**config.mk**
```make
export PLATFORM = sky130hd
export DESIGN_NAME = instr_fetch
export DESIGN_NICKNAME = d
export VERILOG_FILES = /design/src/rtl/instr_fetch.sv
export SDC_FILE = /design/constraint.sdc
export NUM_CORES = 1
export LEC_CHECK = 0
export ABC_CLOCK_PERIOD_IN_PS = 3450
export BUFFER_PORTS_ARGS = -buffer_cell sky130_fd_sc_hd__buf_2
export CORE_UTILIZATION = 55
export DETAILED_ROUTE_END_ITERATION = 6
export PLACE_DENSITY = 0.86
export SLEW_MARGIN = 0
export SYNTH_ARGS = -nofsm -noshare
export SYNTH_HDL_FRONTEND = slang
export SYNTH_SLANG_ARGS = --single-unit
```
**constraint.sdc**
```tcl
create_clock -name CLK -period 3.45 [get_ports CLK]
set_clock_uncertainty 0.05 [all_clocks]
set_input_delay 0.345 -clock CLK [delete_from_list [all_inputs] [get_ports CLK]]
set_output_delay 0.345 -clock CLK [all_outputs]
set_load 0.005 [all_outputs]
```
**src/rtl/instr_fetch.sv**
```systemverilog
// instr_fetch: instruction fetch unit with a 2-entry prefetch buffer.
// Memory reads have a fixed 1-cycle latency. A redirect flushes the buffer and
// drops any response still in flight. Requests are throttled so that the
// buffered words plus the in-flight word never exceed 2.
// Optional build macro IFETCH_PERF_EN adds the stall_cnt performance counter.
//
// state | meaning
// IDLE  | no new requests issued; in-flight responses are still captured
// RUN   | requests issued whenever the buffer has room
module instr_fetch #(
    parameter logic [15:0] RESET_PC = 16'h0000
) (
    input  logic        CLK,
    input  logic        reset,
    input  logic        fetch_en,
    output logic        MemRead,
    output logic [15:0] ADDR,
    input  logic [15:0] Mem_Data,
    input  logic        redirect,
    input  logic [15:0] redirect_pc,
    output logic        instr_valid,
    input  logic        instr_ready,
    output logic [15:0] instr,
    output logic [15:0] instr_pc
`ifdef IFETCH_PERF_EN
    ,
    output logic [15:0] stall_cnt
`endif
);

    typedef enum logic {IDLE, RUN} state_t;

    state_t      state_q, state_d;
    logic [15:0] pc_q, pc_d;
    logic [1:0]  occ_q, occ_d;
    logic        inflight_q;
    logic [15:0] req_pc_q;
    logic        rd_ptr_q, wr_ptr_q;
    logic [15:0] buf_instr_q [2];
    logic [15:0] buf_pc_q    [2];

    logic        push, pop;
    logic [1:0]  level;

    assign instr_valid = (occ_q != 2'd0);
    assign instr       = buf_instr_q[rd_ptr_q];
    assign instr_pc    = buf_pc_q[rd_ptr_q];
    assign ADDR        = pc_q;

    // Next-state, issue and buffer-control decisions; redirect overrides everything.
    always_comb begin
        state_d = state_q;
        pc_d    = pc_q;
        occ_d   = occ_q;
        MemRead = 1'b0;
        pop     = 1'b0;
        push    = 1'b0;
        level   = 2'd0;
        if (redirect) begin
            pc_d  = redirect_pc;
            occ_d = 2'd0;
        end else begin
            pop   = instr_valid && instr_ready;
            push  = inflight_q;
            // A word leaving this cycle frees its slot, which keeps streaming gap-free.
            level = occ_q + 2'(inflight_q) - 2'(pop);
            case (state_q)
                IDLE: if (fetch_en) state_d = RUN;
                RUN: begin
                    MemRead = (level < 2'd2);
                    if (!fetch_en) state_d = IDLE;
                end
                default: state_d = IDLE;
            endcase
            if (MemRead) pc_d = pc_q + 16'd1;
            occ_d = occ_q + 2'(push) - 2'(pop);
        end
    end

    // Control state: FSM, pc, occupancy and in-flight tracking.
    always_ff @(posedge CLK or negedge reset) begin
        if (!reset) begin
            state_q    <= IDLE;
            pc_q       <= RESET_PC;
            occ_q      <= 2'd0;
            inflight_q <= 1'b0;
            req_pc_q   <= 16'h0000;
        end else begin
            state_q    <= state_d;
            pc_q       <= pc_d;
            occ_q      <= occ_d;
            inflight_q <= MemRead;
            if (MemRead) req_pc_q <= pc_q;
        end
    end

    // Prefetch buffer storage and pointers; a flush rewinds both pointers.
    always_ff @(posedge CLK or negedge reset) begin
        if (!reset) begin
            rd_ptr_q <= 1'b0;
            wr_ptr_q <= 1'b0;
            for (int i = 0; i < 2; i++) begin
                buf_instr_q[i] <= 16'h0000;
                buf_pc_q[i]    <= 16'h0000;
            end
        end else if (redirect) begin
            rd_ptr_q <= 1'b0;
            wr_ptr_q <= 1'b0;
        end else begin
            if (push) begin
                buf_instr_q[wr_ptr_q] <= Mem_Data;
                buf_pc_q[wr_ptr_q]    <= req_pc_q;
                wr_ptr_q              <= wr_ptr_q + 1'b1;
            end
            if (pop) rd_ptr_q <= rd_ptr_q + 1'b1;
        end
    end

`ifdef IFETCH_PERF_EN
    logic [15:0] stall_q;

    // Count RUN cycles with nothing to deliver, saturating at all-ones.
    always_ff @(posedge CLK or negedge reset) begin
        if (!reset) begin
            stall_q <= 16'h0000;
        end else if (state_q == RUN && !instr_valid && stall_q != 16'hFFFF) begin
            stall_q <= stall_q + 16'd1;
        end
    end

    assign stall_cnt = stall_q;
`endif

endmodule

```
==> results of run 1 <==
layout by cell type (no fill, tap or decap), types with 2 or more instances in the layout:
cell type   count
a31oi_1         8
and2_1          3
nand3_1         6
buf_2          85
o21ai_0        17
or3_1           7
clkinv_2        2
nand2_1        14
xnor2_1         3
and3_1          3
dfrtp_1       102
nand4_1         3
nor2_1         11
clkinvlp_4      2
clkbuf_8        9
inv_1           5
ha_1            3
nand3_2         2
buf_4           5
xor2_1          6
mux2_2        111
state kept, by name (all words and copies together) (netlist names):
name	flops
buf_instr_q	32
buf_pc_q	32
ADDR	16
req_pc_q	16
occ_q	2
inflight_q	1
rd_ptr_q	1
state_q	1
wr_ptr_q	1
critical path, stage by stage, from the launching register on:
cell and delay (ns):
dfrtp_1 0.40, or2_2 0.31, and2_1 0.19, ha_1 0.28, inv_1 0.04, ha_1 0.17, xnor3_4 0.36, nand3_2 0.39
inv_1 0.20, buf_2 0.14
metrics by stage:
stage          hold WS, ns  worst slack [ns]
2_1_floorplan    -0.000591             0.861
3_3_place_gp         0.430             0.701
3_5_place_dp         0.437             0.619
4_1_cts              0.120             0.181
5_1_grt              0.127           0.00588
6_report            0.0979             0.205
logic make-up (layout without fill, tap and decap cells):
group / Yosys count / count (layout)
compound gates: 26 / 26
xor+xnor: 10 / 10
fa+ha+maj: 3 / 3
buf+inv: 20 / 112
flops: 102 / 102
mux: 112 / 112
simple gates: 56 / 56
cell type report:
class	instances	area [um2]	area share (%)
Sequential cell	102	2550	48.9
Multi-Input combinational cell	207	1860	35.6
Timing Repair Buffer	90	463	8.86
Tap cell	102	128	2.44
Clock buffer	9	124	2.37
Clock inverter	7	72.6	1.39
Inverter	6	22.5	0.431
worst max-delay path by stage:
stage | cells after the start | endpoint | startpoint
3_5_place_dp | 9 | MemRead | occ_q[0]
4_1_cts | 9 | MemRead | occ_q[0]
5_1_grt | 9 | MemRead | occ_q[0]
3_3_place_gp | 9 | MemRead | occ_q[0]
2_1_floorplan | 9 | req_pc_q[10] | occ_q[0]
6_report | 9 | MemRead | occ_q[0]
layer usage:
layer | track usage (%) | up-vias | wire [um]
met1 | 27.5 | 1430 | 3690
met4 | 7.55 | 0 | 126
met5 | 0 | - | 0
met3 | 4.60 | 10 | 362
li1 | - | 1348 | -
met2 | 35.9 | 68 | 4320
cells in the mapped netlist, types with 3 or more instances:
cell type,n,share of area (%)
mux2_2,111,28
dfrtp_1,102,57
o21ai_0,17,1.9
nand2_1,14,1.2
nor2_1,11,0.92
a31oi_1,8,1.1
clkbuf_1,7,0.59
nand3_1,7,0.78
or3_1,7,0.98
buf_2,6,0.67
xor2_1,6,1.2
inv_1,5,0.42
and2_1,3,0.42
and3_1,3,0.42
ha_1,3,0.84
nand4_1,3,0.42
xnor2_1,3,0.59
where the power goes:
| part | leakage [nW] | switching, mW | internal [mW] |
|---|---|---|---|
| clock | 0.0956 | 0.401 | 0.336 |
| sequential | 1.25 | 0.309 | 1.68 |
| combinational | 1.10 | 0.556 | 0.879 |
==> qor.csv, run 1 <==
stage;metric;value;unit
power;totalPowerFinal;4.16;mW
sta;finalMaxSlewViolations;0;
finish;final_net_count;456;
logic_synthesis;async_reset_ff_share;100;%
clocking;cts-htree-levels;3;
worst_setup_path;start_kind;flop;
clocking;clock-root-buffer;clkbuf_8;
sta;setup_viol;0;
sta;rsz0062_at_grt;false;
sta;timing.final.crit_share;94.1;%
sta;fin_tns_setup;0;ns
sta;max_freq;308;MHz
worst_setup_path;crit_fanout;19;
detailed_routing;wl;8.50;mm
detailed_routing;initialDrtViolationCount;96;
worst_setup_path;crit_type;reg2out;
die;core-area;0.00781;mm2
logic_synthesis;synthXorXnorAreaFrac;2.34;%
worst_setup_path;cp.required;3.05;ns
clocking;clock_sinks;102;
worst_setup_path;r2r-end;req_pc_q[2];
worst_setup_path;reg2regPathDepth;8;
die;die_area;0.00853;mm2
die;die_h;92.4;um
logic_synthesis;synth_adder_area_share;0.836;%
detailed_routing;route.detailed.drc;0;
clocking;cts.repair.resized;0;
logic_synthesis;synthCells;329;
clocking;insertion_delay;0.36;ns
placed_design;place_hpwl;5.77;mm
finish;final_cell_area;0.00522;mm2
finish;areaGrowthSynthToFinish;16.3;%
die;die_w;92.4;um
clocking;post-cts-setup-buffers;0;
clocking;cts-buffers-inserted;9;
logic_synthesis;synth_mux_area_share;28.1;%
finish;fill_cells;573;
logic_synthesis;synth-seq-area-share;56.8;%
detailed_routing;postRouteAntennaNets;0;
logic_synthesis;ys_ff_latch;102;
grt;first_global_vias;2821;
finish;fin_util;66.9;%
finish;antenna_cells;0;
clocking;clkTransAtPathRegs;0.10;ns
placed_design;gp_congestion;0.757;
clocking;cts_tree;yes;
logic_synthesis;yosysWarnings;0;
placed_design;placed_cells;507;
sta;final_hold_viol_count;0;
logic_synthesis;syn_area;0.00449;mm2
die;fp-row-count;32;
hold_path;hold_path.class;in2async;
die;ios;87;
finish;layout-drive-gt1-share;53.2;%
run_status;outcome;completed;
sta;slew-limit-headroom;27.9;%
worst_setup_path;rrSetupSlack;0.71;ns
detailed_routing;wl_per_cell;16.3;um
logic_synthesis;synth_simple_gate_area_share;6.83;%
logic_synthesis;synth_compound_area_share;3.18;%
grt;grt_start_max_net_pins;90;
clocking;clockBufferDepth;2;
placed_design;dpl_cell_area;0.00503;mm2
sta;layout_min_cycle_time;3.24;ns
job;cap_violations;0;
worst_setup_path;crit_arrival;2.85;ns
logic_synthesis;synth-main-ff-cell;dfrtp_1;
logic_synthesis;synth_nets;369;
detailed_routing;viasPerCell;5.46;
power;p_leak;2.45;nW
logic_synthesis;yosysUniqueCellTypes;30;
grt;grt_remaining_overflow;0;
detailed_routing;route.vias.total;2856;
sta;worst_slew_pin_slew;1.08;ns
detailed_routing;drt_first_pass_iters;4;
grt;antenna_found_initial;0;
die;start_util;57.5;%
logic_synthesis;synth_edf_count;0;
grt;grt_use_total;21.4;%
grt;grt_pass1_wl;13.8;mm
placed_design;numPortBuffers;86;
logic_synthesis;avgSynthCellArea;13.6;um2
logic_synthesis;synth_top_family_by_area;multiplexers;
power;ir_worst_vdd;0.000293;V
worst_setup_path;reg2reg_from;occ_q[0];
finish;instances_no_fill;523;
clocking;hold_buffers;0;
power;power.density;796;mW/mm2
worst_setup_path;end_kind;primary output;
(Power assumes the default switching activity.)
==> run 2, diff against run 1 <==
Settings changed: RECOVER_POWER set to 25.
==> qor.csv, run 2 (synthesis results as in run 1) <==
stage;metric;value;unit;change
run_status;outcome;finished with violations;;
run_status;violations;capacitance limit, slew limit;;
sta;worst_slew_pin_slew;2.13;ns;+1.05 ns
die;ios;87;;unchanged
detailed_routing;met2_length;4.32;mm;about the same
sta;setup_viol;0;;unchanged
clocking;cts.repair.resized;0;;unchanged
sta;fin_tns_setup;0;ns;unchanged
grt;antenna_found_initial;0;;unchanged
sta;slew-limit-headroom;-42.2;%;-70 points
die;fp-row-count;32;;unchanged
sta;timing.final.crit_share;94.1;%;about the same
sta;layout_min_cycle_time;3.24;ns;+0.00000100 ns
detailed_routing;postRouteAntennaNets;0;;unchanged
clocking;cts-htree-levels;3;;unchanged
finish;antenna_cells;0;;unchanged
worst_setup_path;crit_type;reg2out;;
finish;fin_util;66.9;%;about the same
power;p_comb_share;34.5;%;about the same
detailed_routing;route.detailed.drc;0;;unchanged
clocking;clockBufferDepth;2;;unchanged
finish;final_cell_mix;mux2_2 (111), dfrtp_1 (102), buf_2 (85), o21ai_0 (17), nand2_1 (14);;
clocking;post-cts-setup-buffers;0;;unchanged
hold_path;whs_path_depth;3;;
sta;max_freq;308;MHz;unchanged
worst_setup_path;crit_fanout;19;;unchanged
hold_path;hold_path.class;in2reg;;
detailed_routing;route.vias.total;2856;;unchanged
power;p_switching;1.27;mW;about the same
detailed_routing;dr_wl_met3;362;um;unchanged
detailed_routing;topRoutingLayerUsed;met4;;
detailed_routing;viasPerCell;5.46;;unchanged
worst_setup_path;start_kind;flop;;
clocking;hold_buffers;0;;unchanged
worst_setup_path;crit_arrival;2.85;ns;about the same
placed_design;numPortBuffers;86;;unchanged
placed_design;gp_congestion;0.757;;unchanged
finish;areaGrowthSynthToFinish;16.3;%;about the same
clocking;cts-buffers-inserted;9;;unchanged
power;p_leak;2.45;nW;about the same
worst_setup_path;reg2regPathDepth;8;;unchanged
detailed_routing;met1_length;3.68;mm;about the same
clocking;clock_sinks;102;;unchanged
sta;final_hold_viol_count;0;;unchanged
die;die_h;92.4;um;unchanged
finish;final_net_count;456;;unchanged
grt;grt_remaining_overflow;0;;unchanged
grt;grt_pass1_wl;13.8;mm;unchanged
power;ir_worst_vdd;0.000293;V;about the same
clocking;clkTransAtPathRegs;0.10;ns;about the same
power;power_frac_seq;47.8;%;about the same
finish;fill_cells;574;;+0.17%
finish;reg.largest.list;buf_instr_q: 32 flops, buf_pc_q: 32 flops;;
sta;finalMaxSlewViolations;90;;+90
sta;rsz0062_at_grt;false;;
clocking;clock-root-buffer;clkbuf_8;;
detailed_routing;drt_first_pass_iters;4;;unchanged
grt;first_global_vias;2821;;unchanged
detailed_routing;initialDrtViolationCount;96;;unchanged
grt;grt_use_total;21.4;%;unchanged
die;die_area;0.00853;mm2;unchanged
worst_setup_path;cp.required;3.05;ns;about the same
worst_setup_path;end_kind;primary output;;
grt;grt_start_max_net_pins;90;;unchanged
die;core-area;0.00781;mm2;unchanged
power;swShare;30.4;%;about the same
clocking;insertion_delay;0.36;ns;about the same
die;die_w;92.4;um;unchanged
die;start_util;57.5;%;unchanged
finish;layout_commonest_cell;mux2_2;;
clocking;cts_tree;yes;;
detailed_routing;wl_per_cell;16.2;um;about the same
placed_design;place_hpwl;5.77;mm;unchanged
detailed_routing;wl;8.50;mm;about the same
finish;layout-drive-gt1-share;53.2;%;unchanged
job;cap_violations;1;;+1
power;power.density;797;mW/mm2;about the same
power;p_int;2.89;mW;about the same
power;clkPwrFrac;17.7;%;about the same
==> run 2: per-layer routing <==
metal	vias up	track usage (%)
met4	0	7.55
met2	68	35.9
li1	1348	-
met5	-	0
met1	1430	27.5
met3	10	4.60
==> run 2: cell type report <==
cell class / count / area [um2] / area share (%)
Inverter: 6 / 22.5 / 0.431
Clock buffer: 9 / 124 / 2.37
Clock inverter: 7 / 72.6 / 1.39
Sequential cell: 102 / 2550 / 48.9
Multi-Input combinational cell: 207 / 1860 / 35.7
Tap cell: 102 / 128 / 2.44
Timing Repair Buffer: 90 / 460 / 8.82
==> run 2: worst paths after layout <==
kind | endpoint | slack [ns] | start
setup / recovery | MemRead | 0.21 | occ_q[0]
hold / removal | ADDR[3] | 0.13 | redirect_pc[3]
setup reg to reg | req_pc_q[2] | 0.71 | occ_q[0]
hold reg to reg | buf_instr_q[15] | 0.45 | buf_instr_q[15]
max in group asynchronous | ADDR[9] | 1.56 | reset
min in group asynchronous | ADDR[0] | 0.51 | reset
==> run 2: power groups by stage <==
stage               Combinational (mW)  Clock [mW]  Sequential [mW]
finish                            1.43       0.737             1.99
floorplan                         1.02           0             1.89
CTS                               1.46       0.754             1.99
global placement                  1.39           0             1.97
global route                      1.57       0.812             2.05
detailed placement                1.45           0             2.02
==> run 2: metrics by stage <==
stage	std cells	instance area (um2)	power (mW)	setup slack (ns)	hold WS (ns)
6_report	523	5220	4.16	0.205	0.129
5_1_grt	523	5220	4.43	0.00588	0.127
4_1_cts	523	5220	4.20	0.181	0.120
3_5_place_dp	507	5030	3.47	0.619	0.437
3_3_place_gp	507	5030	3.36	0.701	0.430
2_1_floorplan	329	4490	2.91	0.861	-0.000591
==> run 2: critical path, stage by stage (launching register included) <==
cell	delay [ns]
dfrtp_1	0.40
or2_2	0.31
and2_1	0.19
ha_1	0.28
inv_1	0.04
ha_1	0.17
xnor3_4	0.36
nand3_2	0.39
inv_1	0.20
buf_2	0.14
==> run 3, diff against run 2 <==
--- a/config.mk
+++ b/config.mk
@@ -7,7 +7,8 @@
 export LEC_CHECK = 0
 export ABC_CLOCK_PERIOD_IN_PS = 3450
-export BUFFER_PORTS_ARGS = -buffer_cell sky130_fd_sc_hd__buf_2
-export CORE_UTILIZATION = 55
+export CORE_UTILIZATION = 63
 export DETAILED_ROUTE_END_ITERATION = 6
+export DONT_BUFFER_PORTS = 1
+export MAX_ROUTING_LAYER = met4
 export PLACE_DENSITY = 0.86
 export RECOVER_POWER = 25
--- a/constraint.sdc
+++ b/constraint.sdc
@@ -3,3 +3,3 @@
 set_input_delay 0.345 -clock CLK [delete_from_list [all_inputs] [get_ports CLK]]
 set_output_delay 0.345 -clock CLK [all_outputs]
-set_load 0.005 [all_outputs]
+set_load 0.1 [all_outputs]
==> qor.csv, run 3 (synthesis results as in run 1) <==
stage;metric;value;unit;change
run_status;outcome;finished with violations;;
run_status;violations;capacitance limit, slew limit;;
finish;layout_commonest_cell;mux2_2;;
finish;areaGrowthSynthToFinish;9.97;%;
die;ios;87;;unchanged
clocking;clock_sinks;102;;unchanged
finish;reg.largest.list;buf_instr_q: 32 flops, buf_pc_q: 32 flops;;
grt;grt_pass1_wl;13.4;mm;-3.2%
clocking;clkTransAtPathRegs;0.09;ns;about the same
worst_setup_path;crit_arrival;2.76;ns;-0.09 ns
finish;fill_cells;481;;-16%
sta;rsz0062_at_grt;false;;
finish;instances_no_fill;447;;-15%
die;die_area;0.00747;mm2;-12%
placed_design;gp_congestion;0.813;;+7.5%
worst_setup_path;crit_fanout;19;;unchanged
finish;antenna_cells;0;;unchanged
finish;final_net_count;386;;-15%
finish;fin_util;72.3;%;+5.4 points
detailed_routing;wl;8.12;mm;-4.4%
grt;first_global_vias;2739;;-2.9%
placed_design;numPortBuffers;0;;-100%
grt;antenna_found_initial;0;;unchanged
detailed_routing;postRouteAntennaNets;0;;unchanged
sta;finalMaxSlewViolations;103;;+14%
finish;multi_input_area;0.00187;mm2;+0.40%
sta;final_hold_viol_count;0;;unchanged
clocking;cts-htree-levels;3;;unchanged
die;start_util;65.7;%;+8.2 points
die;die_w;86.4;um;-6.4%
finish;layout-drive-gt1-share;43.3;%;-9.9 points
finish;final_cell_mix;mux2_2 (111), dfrtp_1 (102), o21ai_0 (17), buf_4 (16), nand2_1 (14);;
detailed_routing;viasPerCell;5.96;;+9.1%
worst_setup_path;cp_num_buf_inv;3;;unchanged
clocking;clockBufferDepth;2;;unchanged
clocking;cts-buffers-inserted;9;;unchanged
worst_setup_path;crit_chain;or2_2, and2_1, ha_1, inv_1, ha_1, xnor3_4, nand3_4, inv_1, buf_12;;
sta;max_freq;317;MHz;+2.8%
placed_design;pre_cts_ws;0.477;ns;-0.142 ns
hold_path;hold_path.class;in2reg;;
clocking;post-cts-setup-buffers;0;;unchanged
job;cap_violations;1;;unchanged
worst_setup_path;critPathSlowestCell;xnor3_4;;
detailed_routing;route.vias.total;2663;;-6.8%
worst_setup_path;crit_type;reg2out;;
clocking;clock-root-buffer;clkbuf_8;;
sta;finalWorstSetupSlack;0.293;ns;+0.0878 ns
grt;grt_start_max_net_pins;103;;+14%
placed_design;place_hpwl;5.35;mm;-7.3%
sta;slew-limit-headroom;-60.1;%;-18 points
worst_setup_path;critical-path-top-delay-family;simple AND/OR/NAND/NOR gates;;
sta;layout_min_cycle_time;3.16;ns;-0.0878 ns
die;core-area;0.00683;mm2;-13%
sta;timing.final.crit_share;91.5;%;-2.5 points
grt;grt_remaining_overflow;0;;unchanged
worst_setup_path;end_kind;primary output;;
placed_design;placed_cells;428;;-16%
sta;worst_slew_pin_slew;2.40;ns;+0.269 ns
clocking;cts_tree;yes;;
die;fp-row-count;30;;-6.3%
worst_setup_path;critPathMaxStageDelay;0.42;ns;+0.02 ns
sta;fin_tns_setup;0;ns;unchanged
worst_setup_path;cp.required;3.05;ns;about the same
sta;setup_viol;0;;unchanged
die;die_h;86.4;um;-6.4%
detailed_routing;wl_per_cell;18.2;um;+12%
finish;register_area;0.00255;mm2;unchanged
detailed_routing;drt_first_pass_iters;5;;+1
grt;grt_use_total;24.4;%;+3.0 points
detailed_routing;route.detailed.drc;0;;unchanged
clocking;insertion_delay;0.36;ns;about the same
detailed_routing;initialDrtViolationCount;170;;+77%
worst_setup_path;start_kind;flop;;
==> run 3: timing repair <==
item,CTS,global route
hold endpoints to repair,106,0
gates resized for setup,0,1
setup endpoints to repair,0,1
hold buffers,3,0
==> run 3: final timing paths <==
| path | startpoint | end | slack, ns | cells after the start |
|---|---|---|---|---|
| worst min register to register | buf_instr_q[0] | buf_instr_q[0] | 0.46 | 1 |
| worst max-delay path | occ_q[0] | MemRead | 0.29 | 9 |
| worst min-delay path | redirect | ADDR[6] | 0.03 | 1 |
| min in group asynchronous | reset | buf_instr_q[30] | 1.21 | 2 |
| max in group asynchronous | reset | ADDR[8] | 0.73 | 2 |
| worst max register to register | occ_q[0] | ADDR[10] | 0.75 | 9 |
==> run 3: routing by layer <==
layer / vias up / GRT usage (%) / share of wire [%]
met2: 90 / 39.4 / 48
li1: 1220 / - / -
met3: 13 / 4.48 / 5.3
met4: 0 / 9.70 / 1.5
met5: - / - / 0
met1: 1340 / 30.9 / 45
==> run 3: area by class of cell <==
class,count,share of cell area (%)
clock inverters,5,1.17
repair buffers,20,3.34
clock buffers,11,3.07
flip-flops and latches,102,51.7
inverters,6,0.456
well taps,96,2.43
multi-input cells,207,37.9
==> run 3: worst reg2reg max path: cells and delay by family, from the launching register on <==
| kind | cells | cell delay [ns] |
|---|---|---|
| simple gates | 4 | 1.15 |
| fa+ha+maj | 2 | 0.45 |
| flops | 1 | 0.40 |
| xor+xnor | 1 | 0.37 |
| compound gates | 1 | 0.18 |
| buf+inv | 1 | 0.04 |
==> run 3: per-stage QoR <==
| stage | hold WS (ns) | cell area, um2 |
|---|---|---|
| global placement | 0.00162 | 4700 |
| finish | 0.0333 | 4940 |
| global route | 0.0210 | 4940 |
| detailed placement | 0.00232 | 4700 |
| CTS | 0.0233 | 4950 |
| floorplan | -0.000591 | 4490 |
Power of run 3 is left out: the tool's default activity adds up to more than one toggle a clock period on the data nets, which glitch-free logic cannot reach.
